### src/rtl/mul_iter.sv
// mul_iter: iterative limb-serial multiplier with low/signed-high/unsigned-high select and en/done/stall/flush handshake
module mul_iter #(
    parameter int WIDTH = 32,
    parameter int LIMB  = 16
) (
    input  logic             clk,
    input  logic             rst_n,
    input  logic             is_flush,
    input  logic             is_stall,
    input  logic             en,
    input  logic [1:0]       op,
    input  logic [WIDTH-1:0] a,
    input  logic [WIDTH-1:0] b,
    output logic [WIDTH-1:0] out,
    output logic             done,
    output logic             busy
);
    localparam int N = WIDTH / LIMB;
    localparam int CW = (N > 1) ? $clog2(N) : 1;
    localparam logic [CW-1:0] LAST = CW'(N - 1);
    typedef enum logic [1:0] {IDLE, CALC, DONE} state_t;
    state_t state, state_nxt;
    logic [WIDTH-1:0] a_abs, b_abs, b_sh;
    logic [1:0] op_r;
    logic neg, sgn, accept, last;
    logic [CW-1:0] cnt;
    logic [2*WIDTH-1:0] acc, row, sum, p;
    assign busy = state == CALC;
    always_comb begin
        sgn = op == 2'b01;
        accept = en && !is_flush && (state == IDLE || (state == DONE && !is_stall));
        last = busy && cnt == LAST;
        b_sh = b_abs >> (LIMB * cnt);
        row = ({{WIDTH{1'b0}}, a_abs} * {{(2*WIDTH-LIMB){1'b0}}, b_sh[LIMB-1:0]}) << (LIMB * cnt);
        sum = acc + row;
        p = neg ? -sum : sum;
        state_nxt = is_flush ? IDLE :
                    accept ? CALC :
                    last ? DONE :
                    (state == DONE && !is_stall) ? IDLE : state;
    end
    always_ff @(posedge clk) begin
        if (!rst_n) begin
            state <= IDLE;
            done  <= 1'b0;
            out   <= '0;
            a_abs <= '0;
            b_abs <= '0;
            neg   <= 1'b0;
            op_r  <= '0;
            cnt   <= '0;
            acc   <= '0;
        end else begin
            state <= state_nxt;
            done  <= state_nxt == DONE;
            if (accept) begin
                a_abs <= (sgn && a[WIDTH-1]) ? -a : a;
                b_abs <= (sgn && b[WIDTH-1]) ? -b : b;
                neg   <= sgn && (a[WIDTH-1] ^ b[WIDTH-1]);
                op_r  <= op;
                cnt   <= '0;
                acc   <= '0;
            end else if (busy) begin
                acc <= sum;
                cnt <= cnt + 1'b1;
            end
            if (last && !is_flush)
                out <= (op_r == 2'b01 || op_r == 2'b10) ? p[2*WIDTH-1:WIDTH] : p[WIDTH-1:0];
        end
    end
endmodule

### config.mk
export PLATFORM = sky130hd
export DESIGN_NAME = mul_iter
export DESIGN_NICKNAME = d
export VERILOG_FILES = /design/src/rtl/mul_iter.sv
export SDC_FILE = /design/constraint.sdc
export NUM_CORES = 2
export LEC_CHECK = 0
export ABC_AREA = 1
export CAP_MARGIN = 20
export CORE_ASPECT_RATIO = 0.9
export CORE_MARGIN = 3
export CORE_UTILIZATION = 30
export CTS_CLUSTER_DIAMETER = 40
export DETAILED_ROUTE_END_ITERATION = 12
export GPL_ROUTABILITY_DRIVEN = 0
export PLACE_DENSITY = 0.54
export SLEW_MARGIN = 25
export SYNTH_ARGS = -nofsm -noshare
export SYNTH_HDL_FRONTEND = slang
export SYNTH_SLANG_ARGS = --single-unit
### constraint.sdc
create_clock -name clk -period 9.74 [get_ports clk]
set_input_delay 1.948 -clock clk [delete_from_list [all_inputs] [get_ports clk]]
set_output_delay 1.948 -clock clk [all_outputs]
set_load 0.02 [all_outputs]
Word-level counts from Yosys, hierarchy flattened
Index checks and enable logic that the tools add are counted.
Cells by class
  shifts and indexed selects: 2
  $mul: 1
  reduce and logical (&&, ||, !) cells: 14
  add/subtract/negate cells: 5
  bitwise operators: 2
  multiplexer cells: 8
  equality and inequality tests: 6
Operators with widths (count)
  two-way mux 32 bit: 3
  adder 64 bit: 1
  two-way mux 64 bit: 1
  negator 32 bit: 2
  negator 64 bit: 1
  << shifter 48 x 5 -> 64 bit: 1
  multiplier 32 x 16 -> 48 bit: 1
  right shift 32 x 5 -> 16 bit: 1
  logical AND 1 bit: 8
  two-way mux 2 bit: 4
  == test 2 x 1 -> 1 bit (second input constant): 3
  == test 2 bit (second input constant): 3
  zero test 1 bit: 2
  zero test 2 bit: 1
  logical OR 1 bit: 2
  OR reduction 2 bit: 1
  adder 1 bit (second input constant): 1
  NOT 1 bit: 1
  XOR 1 bit: 1
Word-level totals
  output and inout port bits: 34
  input port bits: 71
  word-level logic and storage cells: 47
  flip-flop bits (word level): 167

Depth between registers and ports, before layout
  word-level depth: 7
  gate-level depth with buffers: 58
  gate-level depth less buffers: 57

Worst setup path before layout
No wires, ideal clock.
  path kind: register to register
  start: register cnt
  end: register out[29]
  setup time: 0.070 ns
  buffers on the path: 3
  path slack: 0.842 ns
  clock period less this slack: 8.898 ns
  cell stages (with the launch flop): 51
  data required time: 9.670 ns
  arrival time: 8.828 ns
  cells stage by stage: dfxtp_1 -> clkbuf_1 -> clkbuf_1 -> nand2_1 -> o21ai_1 -> clkbuf_1 -> nor2_1 -> fa_1 -> inv_1 -> fa_1 -> fa_1 -> inv_1 -> fa_1 -> fa_1 -> inv_1 -> fa_1 -> inv_1 -> ha_1 -> (+15 left out) -> nand2_1 -> nor2_1 -> inv_1 -> nor2_1 -> nand2_1 -> nand3_1 -> nand2_1 -> nand2_1 -> nand2_1 -> nor2_1 -> nand2_1 -> nor2_1 -> nand2_1 -> nand2_1 -> nand2_1 -> nand2_1 -> nand3_1 -> a21oi_1
Between the ends
  longest elaborated chain between the ends: 7
  elaborated cells between the ends (all ways): 9
  classes of those cells: add/sub (2); mul (1); shift (2); mux (2); reduce/logical (2)
Ends and longest elaborated chain
  start: declaration: line 26  | logic [CW-1:0] cnt;
  start signal: assignment: line 65  | cnt <= cnt + 1'b1;
  right shift 32 x 5 -> 16 bit: line 33  | b_sh = b_abs >> (LIMB * cnt);
  multiplier 32 x 16 -> 48 bit: line 34  | row = ({{WIDTH{1'b0}}, a_abs} * {{(2*WIDTH-LIMB){1'b0}}, b_sh[LIMB-1:0]}) << (LIMB * cnt);
  << shifter 48 x 5 -> 64 bit: line 34
  adder 64 bit: line 35  | sum = acc + row;
  negator 64 bit: line 36  | p = neg ? -sum : sum;
  two-way mux 64 bit: line 36
  two-way mux 32 bit: line 68  | out <= (op_r == 2'b01 || op_r == 2'b10) ? p[2*WIDTH-1:WIDTH] : p[WIDTH-1:0];
  end signal: assignment: line 68
  end: declaration: line 14  | output logic [WIDTH-1:0] out,
Parallel ways exist; a longest one is shown, timed or not.
A chain may end at the register's enable or synchronous reset.

Worst setup path after layout
  start: register cnt
  end: register out[15]
Same word-level chain as after synthesis.

==> impl_metrics.ini <==
[logic_synthesis]
synth_top_cell_area_share_pct = 25.83
syn_area_per_cell_um2 = 6.380
synthFlopType = dfxtp_1
synth_edf_count = 0
ys_async_sr_fraction_pct = 0
yosys_warnings = 0
synth_area_leaders = fa_1 (26%), nand2_1 (17%), inv_1 (13%)
ys_ff_latch = 167
post-synth-top-count-cell = nand2_1
synth_commonest_cells = nand2_1 (1437), inv_1 (1120), nor2_1 (546)
synth.cell_area_um2 = 32470
synth_top_area_cell = fa_1
synth_cells = 5090
synthDistinctLibCells = 52
yosysSeqAreaShare_pct = 10.29
syn_nets = 5766

[floorplan]
rows = 113
ios = 105
die_area_um2 = 112200
start_util_pct = 30.50
die_w_um = 352.8
core_um2 = 106500
die_y_um = 318.1

[cells_and_area]
finalNetCount = 6255
fin_area_um2 = 40240
drive_gt1_share_pct = 14.93
synthToLayoutAreaGrowth_pct = 23.91
fillers = 11500

[global_routing]
grt_pass1_vias = 32180
grt_use_total_pct = 23.13
grt_max_degree = 122
grt-ovfl-total = 0
antenna_found_initial = 5
grt_pass1_wl_um = 198700

[route]
ant_nets = 0
post-route-drc-count = 0
via_per_inst = 4.871
drtIter0Drc = 3057
first_pass_iters = 6
wl_per_cell_um = 18.74
num_vias = 34250
drt_wl_total_um = 131800

[timing]
worst_pin_slew_ns = 1.090
fin_ws_ns = 0.3071
setup_tns_ns = 0
slew_headroom_pct = 27.30
hold_ws_ns = 0.4794
drv_slew = 0
fin_skew_ns = 0.01500
hold_viol_final = 0
report.final.setup_viol = 0
fin_crit_sh_pct = 96.85
clock.fmax_mhz = 106.0
timing.final.crit_period_ns = 9.433

[clock_tree]
cts_sinks = 167
cts_hold_buf = 0
cts_tree = done
numCtsBuffers = 17
clockRootBuffer = clkbuf_16
cts_buffer_depth = 2
clkSlewWorstSetupHoldPaths_ns = 0.08
htreeDepth = 4
clk_latency_ns = 0.51

[pwr]
powerDensity_nw_per_um2 = 96.58
power_leakage_nw = 20.65
fin_total_pwr_w = 0.003886
vdd_drop_max_mv = 0.1582

[placement]
place_ws_ns = -0.07521
place_area_um2 = 38680
dpl.hpwl_um = 112700
port_buffers = 104

[worst_hold_path]
hold_depth = 2
hold_class = reg2reg

[critical_path]
path_depth = 51
worst_path_max_delay_cell = fa_1
crit_fanout = 11
slowest_delay_ns = 0.55
cp_common_cell = nand2_1
path_class = reg2reg
worstPathArrival_ns = 9.88
crit_buf_inv = 17
crit_path_start_kind = flop
crit_path_end_kind = flop
cp.required_ns = 10.19
reg2reg_depth = 51
critical-path-top-delay-family = adder cells

[outcome]
status = completed

[flow_run]
cap_violations = 0
sequential cells by signal, summed over array words and instances (netlist names):
signal  cells
cnt         1
acc        64
b_abs      32
neg         1
done        1
op_r        2
a_abs      32
out        32
state       2
placed cells by master, fill, tap and decap left out, types with 16 or more instances in the layout:
master           instances
nand4_1                 30
nand2_2                 71
nand3_1                220
dfxtp_1                165
a31oi_1                 20
nand2_1               1391
ha_1                   180
a21oi_1                177
o21a_1                  16
o211ai_1                59
clkdlybuf4s50_1        104
fa_1                   414
nor2_2                  53
clkbuf_16               19
o21ai_0                187
a21oi_2                 36
nor2_1                 497
xnor2_1                 17
nor3_1                  34
nor2_4                  18
xor2_1                  27
o32ai_1                 16
buf_4                  494
inv_1                 1109
power by group:
| part | leakage (nW) | internal [W] | total, W | switching [W] |
|---|---|---|---|---|
| registers | 1.36 | 0.000712 | 0.000741 | 0.0000283 |
| clock network | 0.305 | 0.000436 | 0.000802 | 0.000366 |
| logic | 19.0 | 0.000888 | 0.00234 | 0.00146 |
cell type report:
type                    count  area (µm²)  area share (%)
multi-input cells        3631       24970           62.05
repair buffers            622        5177           12.87
inverters                1140        4300           10.69
flip-flops and latches    167        3348           8.321
well taps                1437        1798           4.468
clock buffers              18       429.2           1.067
clock inverters            14       212.7          0.5286
diodes                      2       5.005         0.01244
stage by stage:
stage               utilization, %  instances
floorplan                        -       5090
global placement             36.33       6979
detailed placement           36.33       6979
CTS                          36.95       7011
global route                 37.79       7030
finish                       37.80       7031
cells by family after synthesis:
family / share of synthesized area, %
AO/OA/AOI/OAI: 10.09
XOR/XNOR: 1.372
adder cells (fa/ha/maj): 33.00
buffers and inverters: 15.00
flip-flops: 10.29
multiplexers: 0.03082
AND/OR/NAND/NOR: 30.22
what timing repair did:
item,in CTS,in global routing
buffers inserted,0,16
gates cloned,0,2
endpoints found under the setup margin,20,39
resized for setup,6,218
pin swaps,0,38
final timing paths:
check         start      end  slack [ns]
max             cnt  out[15]        0.31
min reg2reg  acc[0]   acc[0]        0.48
max reg2reg     cnt  out[15]        0.31
min          acc[0]   acc[0]        0.48
worst reg2reg max path: cells and delay by family, from the launching register on:
kind                     cells  cell delay [ns]
AO/OA/AOI/OAI                7             1.10
adder cells (fa/ha/maj)      8             3.73
buffers and inverters       17             1.89
flip-flops                   1             0.38
AND/OR/NAND/NOR             19             2.27
routing by layer:
layer | vias up | routed length [µm] | GRT usage (%)
met1 | 16370 | 59810 | 33.55
met3 | 155 | 11970 | 4.536
li1 | 16380 | - | -
met5 | - | 103 | 0
met2 | 1345 | 56060 | 34.71
met4 | 2 | 3823 | 6.561
No activity file was read; power rests on OpenSTA's default activity.
